--- src/rtl/count_check_pkg.sv ---
// Shared types and counter widths for the count sequence checker.
package count_check_pkg;

   localparam int ERR_CNT_W  = 8;
   localparam int WRAP_CNT_W = 8;

   typedef enum logic [1:0] {
      ST_IDLE    = 2'd0,
      ST_ACQUIRE = 2'd1,
      ST_LOCKED  = 2'd2,
      ST_FAULT   = 2'd3
   } state_e;

endpackage

--- src/rtl/count_check_satcnt.sv ---
// Saturating up-counter with synchronous clear; holds at all-ones.
module count_check_satcnt
   import count_check_pkg::*;
#(
   parameter int W = ERR_CNT_W
) (
   input  logic         clock_n,
   input  logic         clr,
   input  logic         inc,
   output logic [W-1:0] count
);

   logic [W-1:0] count_d;
   logic [W-1:0] count_q;

   always_comb begin
      count_d = count_q;
      if (clr) begin
         count_d = '0;
      end else if (inc && (count_q != {W{1'b1}})) begin
         count_d = count_q + W'(1);
      end
   end

   always_ff @(negedge clock_n) begin
      count_q <= count_d;
   end

   assign count = count_q;

endmodule

--- config.mk ---
export PLATFORM = sky130hd
export DESIGN_NAME = count_check_satcnt
export DESIGN_NICKNAME = d
export VERILOG_FILES = /design/src/rtl/count_check_pkg.sv /design/src/rtl/count_check_satcnt.sv
export SDC_FILE = /design/constraint.sdc
export NUM_CORES = 1
export LEC_CHECK = 0
export CORE_AREA = 2 2 39 41
export CTS_BUF_LIST = sky130_fd_sc_hd__clkbuf_8
export DETAILED_ROUTE_END_ITERATION = 8
export DIE_AREA = 0 0 41 43
export SLEW_MARGIN = 20
export SYNTH_ARGS = -nofsm -noshare
export SYNTH_HDL_FRONTEND = slang
export SYNTH_SLANG_ARGS = --single-unit
--- constraint.sdc ---
create_clock -name clock_n -period 2.7 [get_ports clock_n]
set_clock_uncertainty 0.1 [all_clocks]
set_input_delay 0.405 -clock clock_n [delete_from_list [all_inputs] [get_ports clock_n]]
set_output_delay 0.405 -clock clock_n [all_outputs]
set_load 0.02 [all_outputs]
==> results.rst, run 1 <==
.. list-table::
   :header-rows: 1

   * - Metric
     - Value
   * - Final ANT Viol Nets
     - 0
   * - Final standard cell count with taps included and fillers excluded
     - about 90
   * - Maximum fanout encountered on the critical timing path
     - 2
   * - Iteration count of the initial detailed-routing pass
     - 4
   * - Initial cell density of the core
     - 0.310
   * - Via count of the first global-routing pass
     - 449
   * - Clock tree from TritonCTS
     - yes
   * - Flip-flop count of the largest register, all copies and words added
     - 8
   * - Area fraction of the dominant cell type after synthesis
     - 0.373
   * - First-pass GRT wire length
     - around 1700 um
   * - Count of inserted antenna diode cells
     - 0
   * - Slew at the pin with the worst max-slew slack
     - 279 ps
   * - Area of the core
     - approximately 1400 sq um
   * - Root cell of the clock tree
     - sky130_fd_sc_hd__clkbuf_8
   * - Nets
     - 82
   * - Fillers
     - ~150
   * - Latest clock arrival within the worst-skew pair
     - about 300 ps
   * - Static Leakage
     - roughly 0.34 nW
   * - Ratio of total power to cell area
     - 517 nW/um^2
   * - Top-Level Pins
     - 11
   * - Relative slew margins
     - 0.814
   * - Placed standard-cell area
     - roughly 630 sq um
   * - Total via count after detailed routing
     - around 450
   * - Net Count, Synth
     - 49
   * - Worst setup path class
     - reg2out
   * - Fraction of layout instances using a drive strength above 1
     - 0.408
   * - Sequential element share of the synthesized area
     - 0.373
   * - Gate family responsible for the most delay along the worst path
     - flip-flops
   * - Layout overhead on the synthesized area
     - 55.4%
   * - Post-synthesis cell type with the largest combined area
     - sky130_fd_sc_hd__dfxtp_1
   * - Pins over their slew limit
     - 0
   * - Number of port buffers
     - 10
   * - Cell Rows
     - 14
   * - H-tree Lvls
     - 1
   * - Final number of hold-violating endpoints
     - 0
   * - Sum Neg Setup Slack
     - 0 ps
   * - Post-route worst setup slack
     - about 57 ps
   * - Final number of setup-violating endpoints
     - 0
   * - Chip width
     - roughly 41 um
   * - Max VDD drop
     - 0.225 mV
   * - Maximum number of pins on one net before global-route repair
     - 8
   * - Tot Pwr
     - between 0.3 and 0.4 mW
   * - Leading cell type in the layout, fill and taps excluded
     - sky130_fd_sc_hd__buf_4
   * - Distinct cells, synth
     - 25
   * - Startpoint types
     - flop
   * - Violation count after the first detailed-routing iteration
     - 4
   * - Hold Path Class
     - reg2reg
   * - Maximum Capacitance Violations
     - 0
   * - Total Routed Length
     - approximately 970 um
   * - Vias/cell
     - ~4.8
   * - Data arrival time of the worst path
     - ~2100 ps
   * - Yosys warns
     - 0
   * - Number of sinks driven by the clock tree
     - 8
   * - Post-synthesis cell count
     - 45
   * - Drt wl/cell
     - around 11 um
   * - Remaining global-route overflow
     - 0
   * - Quantity of hold-fixing buffers added after cts
     - 0
   * - Placer congestion estimate
     - approximately 0.75
   * - Largest stage delay, worst path
     - approximately 330 ps
   * - Synthesized area divided by synthesized cell count
     - ~9.5 sq um
   * - Bufs and invs on worst path
     - 1
   * - Endpoint required time on the critical path
     - 2190 ps
   * - Setup repair after global routing missed its margin
     - false
   * - Worst setup slack after placement
     - -410 ps
   * - Worst hold margin
     - around 450 ps
   * - Cell area after synthesis
     - between 400 and 500 sq um
   * - Cell area after layout
     - approximately 670 sq um
   * - Post-route core utilization
     - 0.482
   * - Area used by multi-input combinational logic
     - approximately 260 sq um
   * - Cells along the critical path
     - buf_2
   * - Cell with the largest stage delay on the worst path
     - sky130_fd_sc_hd__dfxtp_1
   * - Area occupied by registers
     - 160 sq um
   * - Die area
     - roughly 1800 sq um
   * - # DRC
     - 0
   * - Post-synthesis sequential element count
     - 8
   * - Commonest cells after routing, fill and taps aside
     - sky130_fd_sc_hd__buf_4 (13), sky130_fd_sc_hd__inv_1 (9), sky130_fd_sc_hd__dfxtp_1 (8), sky130_fd_sc_hd__buf_2 (8)
   * - Clock transition at path regs
     - 40 ps
   * - Run status
     - completed
   * - Cell types with the largest area share after synthesis
     - sky130_fd_sc_hd__dfxtp_1 (37%), sky130_fd_sc_hd__a31oi_1 (5.8%), sky130_fd_sc_hd__nor3_1 (4.7%)
   * - Placed cell count
     - 82
   * - Number of buffers created by CTS
     - 3
   * - Antenna violations before repair
     - 0
   * - Die Span Y
     - 43 um
   * - HPWL Detailed
     - 705 um
   * - Longest Clk Path Bufs
     - 2
   * - GR Util All Layers
     - 0.146
   * - Endpoint class of the critical path
     - primary output
==> area by class of cell <==
cell class,count,area share
inverters,1,0.00563
repair buffers,23,0.235
multi-input cells,33,0.383
clock inverters,8,0.0450
well taps,16,0.0300
clock buffers,3,0.0619
flip-flops and latches,8,0.240
==> cells in the mapped netlist, drive strengths merged <==
cell	count
inv	2
a311oi	1
and4	3
nor2b	1
o21bai	1
nand2b	2
mux2	1
and4b	1
a21oi	3
mux2i	1
a21boi	2
buf	2
dfxtp	8
and3	2
ha	1
nor4b	1
nor3	5
a31oi	4
nand3	1
nand2	2
nor2	1
==> final timing paths <==
check | start | endpoint | slack, ps | cells after the start
setup / recovery | count[0]$_SDFFE_NP0P_ | count[0] | 60 | 1
hold / removal | count[3]$_SDFFE_NP0P_ | count[3]$_SDFFE_NP0P_ | 450 | 2
setup reg to reg | count[0]$_SDFFE_NP0P_ | count[0]$_SDFFE_NP0P_ | 1100 | 5
hold reg to reg | count[3]$_SDFFE_NP0P_ | count[3]$_SDFFE_NP0P_ | 450 | 2
==> repair_timing <==
action                     in CTS  in global routing
resized for setup              35                  0
setup endpoints to repair      11                  0
buffers inserted                0                  0
==> cell families (layout without fill, tap and decap cells) <==
logic type | Yosys count | count (layout) | synth area share
adder cells (fa/ha/maj) | 1 | 1 | 0.0291
AO/OA/AOI/OAI | 11 | 11 | 0.192
AND/OR/NAND/NOR | 19 | 19 | 0.294
buffers and inverters | 4 | 35 | 0.0525
flip-flops | 8 | 8 | 0.373
multiplexers | 2 | 2 | 0.0583
==> power by group <==
| part | switching, mW | internal, mW | total, mW |
|---|---|---|---|
| Sequential | 0.00145 | 0.122 | 0.124 |
| Combinational | 0.0147 | 0.0184 | 0.0331 |
| Clock | 0.0750 | 0.113 | 0.188 |
==> routing by layer <==
metal | wire length (um) | share of wire | up-vias | global-route usage
met4 | 38 | 0.039 | 0 | 0.133
met3 | 48 | 0.049 | 5 | 0.0576
met2 | 444 | 0.46 | 14 | 0.197
li1 | - | - | 234 | -
met5 | 0 | 0 | - | 0
met1 | 440 | 0.45 | 193 | 0.165
Note: power is estimated with default switching activity, not from simulation.
==> run 2, diff against run 1 <==
- clock period: 2.7 -> 2.41 ns (I/O delays scaled with it)
==> run 2 against run 1 <==
Net effect:
- the flow now finishes with violations (negative setup slack)
- hold slack better by 64 ps
- first-iteration DRC count unchanged
- clock-buffer cell count unchanged
- largest power group unchanged
- sequential cell count unchanged
- critical endpoint is now count[1]
- largest cell class unchanged
- critical path depth unchanged
==> results.rst, run 2 (synthesis gave the netlist of run 1 again) <==
.. list-table::
   :header-rows: 1

   * - Metric
     - Value
   * - First-pass GRT wire length
     - 1860 um
   * - Run status
     - finished, violations left
   * - Clock transition at path regs
     - roughly 40 ps
   * - Clock tree from TritonCTS
     - yes
   * - Cell area after layout
     - ~740 sq um
   * - Area of the core
     - 1380 sq um
   * - Area used by multi-input combinational logic
     - 255 sq um
   * - Drt wl/cell
     - between 10 and 15 um
   * - Cell Rows
     - 14
   * - Maximum fanout encountered on the critical timing path
     - 2
   * - Total via count after detailed routing
     - around 460
   * - Max VDD drop
     - about 0.37 mV
   * - Total Routed Length
     - slightly below 1000 um
   * - Commonest cells after routing, fill and taps aside
     - sky130_fd_sc_hd__buf_4 (14), sky130_fd_sc_hd__inv_1 (9), sky130_fd_sc_hd__dfxtp_2 (8), sky130_fd_sc_hd__buf_6 (8)
   * - Relative slew margins
     - 0.808
   * - Startpoint types
     - flop
   * - Violation count after the first detailed-routing iteration
     - 4
   * - Iteration count of the initial detailed-routing pass
     - 2
   * - Gate family responsible for the most delay along the worst path
     - flip-flops
   * - Die area
     - 1760 sq um
   * - Cell with the largest stage delay on the worst path
     - sky130_fd_sc_hd__dfxtp_2
   * - Placed standard-cell area
     - between 600 and 700 sq um
   * - Largest stage delay, worst path
     - around 330 ps
   * - Int Pwr
     - around 0.29 mW
   * - Net switching power of the design
     - 0.108 mW
   * - Layout overhead on the synthesized area
     - 71.7%
   * - Via count of the first global-routing pass
     - 484
   * - Placer congestion estimate
     - about 0.76
   * - # DRC
     - 0
   * - Die Span Y
     - 43 um
   * - Initial cell density of the core
     - 0.310
   * - Final standard cell count with taps included and fillers excluded
     - slightly above 90
   * - Slew at the pin with the worst max-slew slack
     - 288 ps
   * - Root cell of the clock tree
     - sky130_fd_sc_hd__clkbuf_8
   * - Placed cell count
     - 82
   * - H-tree Lvls
     - 1
   * - Ratio of total power to cell area
     - ~540 nW/um^2
   * - Hold Path Class
     - reg2reg
   * - Area occupied by registers
     - 170 sq um
   * - Worst setup path class
     - reg2out
   * - Static Leakage
     - between 0.3 and 0.4 nW
   * - Chip width
     - ~40 um
   * - Final number of setup-violating endpoints
     - 1
   * - Endpoint required time on the critical path
     - a little under 2000 ps
   * - Maximum number of pins on one net before global-route repair
     - 8
   * - Final ANT Viol Nets
     - 0
   * - Longest Clk Path Bufs
     - 2
   * - Portion of total power attributed to combinational logic
     - 0.103
   * - Number of buffers created by CTS
     - 3
   * - Vias/cell
     - 4.90
   * - Number of sinks driven by the clock tree
     - 8
   * - Fraction of layout instances using a drive strength above 1
     - 0.519
   * - Top-Level Pins
     - 11
   * - Final number of hold-violating endpoints
     - 0
   * - Quantity of hold-fixing buffers added after cts
     - 0
   * - Nets
     - between 80 and 90
   * - Setup repair after global routing missed its margin
     - true
   * - Count of inserted antenna diode cells
     - 0
   * - Data arrival time of the worst path
     - around 2000 ps
   * - Maximum Capacitance Violations
     - 0
   * - Post-route worst setup slack
     - -7.66 ps
   * - Cells along the critical path
     - buf_6
   * - Number of port buffers
     - 10
   * - Switching part of the total
     - 0.272
   * - Fraction of power consumed by sequential logic
     - 0.353
   * - Remaining global-route overflow
     - 0
   * - Worst reg-to-reg setup slack
     - ~800 ps
   * - GR Util All Layers
     - 0.154
   * - HPWL Detailed
     - slightly below 700 um
   * - Failing checks
     - negative setup slack
   * - Fillers
     - between 100 and 150
   * - Flip-flop count of the largest register, all copies and words added
     - 8
   * - Clock network fraction of total power
     - 0.544
   * - Endpoint class of the critical path
     - primary output
   * - Bufs and invs on worst path
     - 1
   * - Antenna violations before repair
     - 0
   * - Latest clock arrival within the worst-skew pair
     - around 300 ps
   * - Leading cell type in the layout, fill and taps excluded
     - sky130_fd_sc_hd__buf_4
   * - Pins over their slew limit
     - 0
==> run 2: path summary, 6_finish.rpt <==
check / end / cells after the start / start
min reg2reg: count[1]$_SDFFE_NP0P_ / 3 / count[1]$_SDFFE_NP0P_
max: count[1] / 1 / count[1]$_SDFFE_NP0P_
min: count[1]$_SDFFE_NP0P_ / 3 / count[1]$_SDFFE_NP0P_
max reg2reg: count[0]$_SDFFE_NP0P_ / 5 / count[0]$_SDFFE_NP0P_
==> run 2: per-stage QoR <==
stage	utilization	worst slack, ps	total power, mW	setup TNS, ps	hold slack [ps]
after global placement	0.457	-449	0.204	-4340	450
final	0.533	-7.66	0.397	-7.66	518
after global routing	0.533	-37.1	0.425	-143	586
after detailed placement	0.457	-540	0.204	-4540	457
after floorplan	-	47.0	0.182	0	469
after CTS	0.525	-7.48	0.408	-7.48	456
==> run 2: power by group through the flow <==
stage | logic [mW] | registers [mW] | clock network, mW
after floorplan | 0.0131 | 0.146 | 0.0230
after global routing | 0.0451 | 0.140 | 0.240
after CTS | 0.0416 | 0.140 | 0.226
after global placement | 0.0410 | 0.140 | 0.0230
final | 0.0409 | 0.140 | 0.216
after detailed placement | 0.0412 | 0.140 | 0.0230
==> run 2: timing repair <==
action | in CTS | in global routing
setup buffers | 0 | 1
gates resized for setup | 59 | 1
setup endpoints to repair | 16 | 10
==> run 2: metal layers <==
metal	vias up	track usage	share of wire
met2	11	0.206	0.48
met3	0	0.0838	0.046
met1	210	0.186	0.48
li1	235	-	-
met5	-	0	0
met4	0	0.0867	0
==> run 2: layout make-up <==
type,instances,area share
multi-input cells,33,0.346
repair buffers,24,0.294
inverters,1,0.00509
clock buffers,3,0.0560
flip-flops and latches,8,0.231
clock inverters,8,0.0407
well taps,16,0.0272
==> edit (config.mk and constraints of run 2) <==
The package constant `ERR_CNT_W` goes from 8 to 12.
--- a/src/rtl/count_check_pkg.sv
+++ b/src/rtl/count_check_pkg.sv
@@ -1,7 +1,7 @@
 // Shared types and counter widths for the count sequence checker.
 package count_check_pkg;
 
-   localparam int ERR_CNT_W  = 8;
+   localparam int ERR_CNT_W  = 12;
    localparam int WRAP_CNT_W = 8;
 
    typedef enum logic [1:0] {
Ports: changed (resized count); port bits go from 11 to 15. No check against the original RTL was run, so the function may have changed too.
==> edit against run 2 <==
The flow still finishes with violations (negative setup slack). Sequential cell count rose by 4. Worst setup slack got worse by 0.059 ns. Utilization rose by 26 points. Total power rose by 28%. Wire length rose by 63%. Cell area rose by 49%. Non-clock buffer count rose by 15. Area after synthesis rose by 43%. Critical endpoint is now count[11].
==> edit: results (changes against run 2) <==
- The flow ran to the end, but the final reports show violations.
* Violations in the final reports: negative setup slack
- Met1 Wirelength: 763 µm (+63%)
* Clock network area share: 7.850% (-1.8 points)
- The part of the total power dissipated in sequential elements is 40.6% (+5.3 points).
- Worst stage delay on the critical path: 0.50 ns (+0.17 ns)
- The startpoint identified for the worst hold timing path is count[3].
* Final setup viols: 5 (+4)
- Worst R2R Path Depth: 7 (+2)
- Pre-CTS WS: -0.8307 ns (-0.2906 ns)
* Total Power Consumption: 0.0005094 W (+28%)
- Buffer share of cell area: 31.29% (+1.9 points)
- The fraction of met1 tracks used by global routing is 26.23% (+7.6 points).
* Final worst hold slack: 0.4706 ns (-0.04740 ns)
* Average detailed-routed wire length per instance: 11.95 µm (+13%)
- The area of all sequential standard cells is 254.0 µm² (+49%).
- The met2 track demand over resource in global routing came to 28.13% (+7.5 points).
- DR top layer: met4
- The commonest cells after synthesis are dfxtp_1, nor2_1, a21oi_1.
- Maximum vdd ir drop: 0.0004116 V (+12%)
* Fin cells: 134 (+44%)
* Number of flip-flops in the largest register: 12 (+4)
* Setup slack after layout: -0.06647 ns (-0.05880 ns)
- The adder and majority gate portion of the synthesized area is 2.045% (-0.87 points).
- The count of multi-input combinational gates came to 51 (+55%).
* Nets in the synthesized netlist: 70 (+43%)
- Worst setup path start: inc
* Worst-Margin Slew: 0.3564 ns (+0.06834 ns)
-- edit: changes by cell type in the layout (fill, tap and decap cells not counted), sizes merged, moves of 3 or more --
cell | before | now
buf | 22 | 38
nor2 | 1 | 7
dfxtp | 8 | 12
inv | 9 | 13
a21oi | 3 | 6
a31oi | 4 | 1
nand2 | 2 | 5
nand4 | 0 | 3
-- edit: kinds of logic after synthesis --
kind of cell               after synthesis
adders and majority gates                1
buffers and inverters                    3
and+or+nand+nor                         30
xor gates and xnor gates                 2
AOI/OAI and AO/OA                       15
DFF                                     12
muxes                                    3
-- edit: what timing repair did --
action | CTS | global route
gates cloned | 0 | 0
buffers inserted | 2 | 4
pin swaps | 3 | 1
hold endpoints to repair | 0 | 0
endpoints found under the setup margin | 22 | 17
gates resized for setup | 89 | 6
hold buffers | 0 | 0
-- edit: critical path, delay by kind of cell --
family	cells	cell delay, ns
compound gates	2	0.26
buf+inv	1	0.07
simple gates	2	0.71
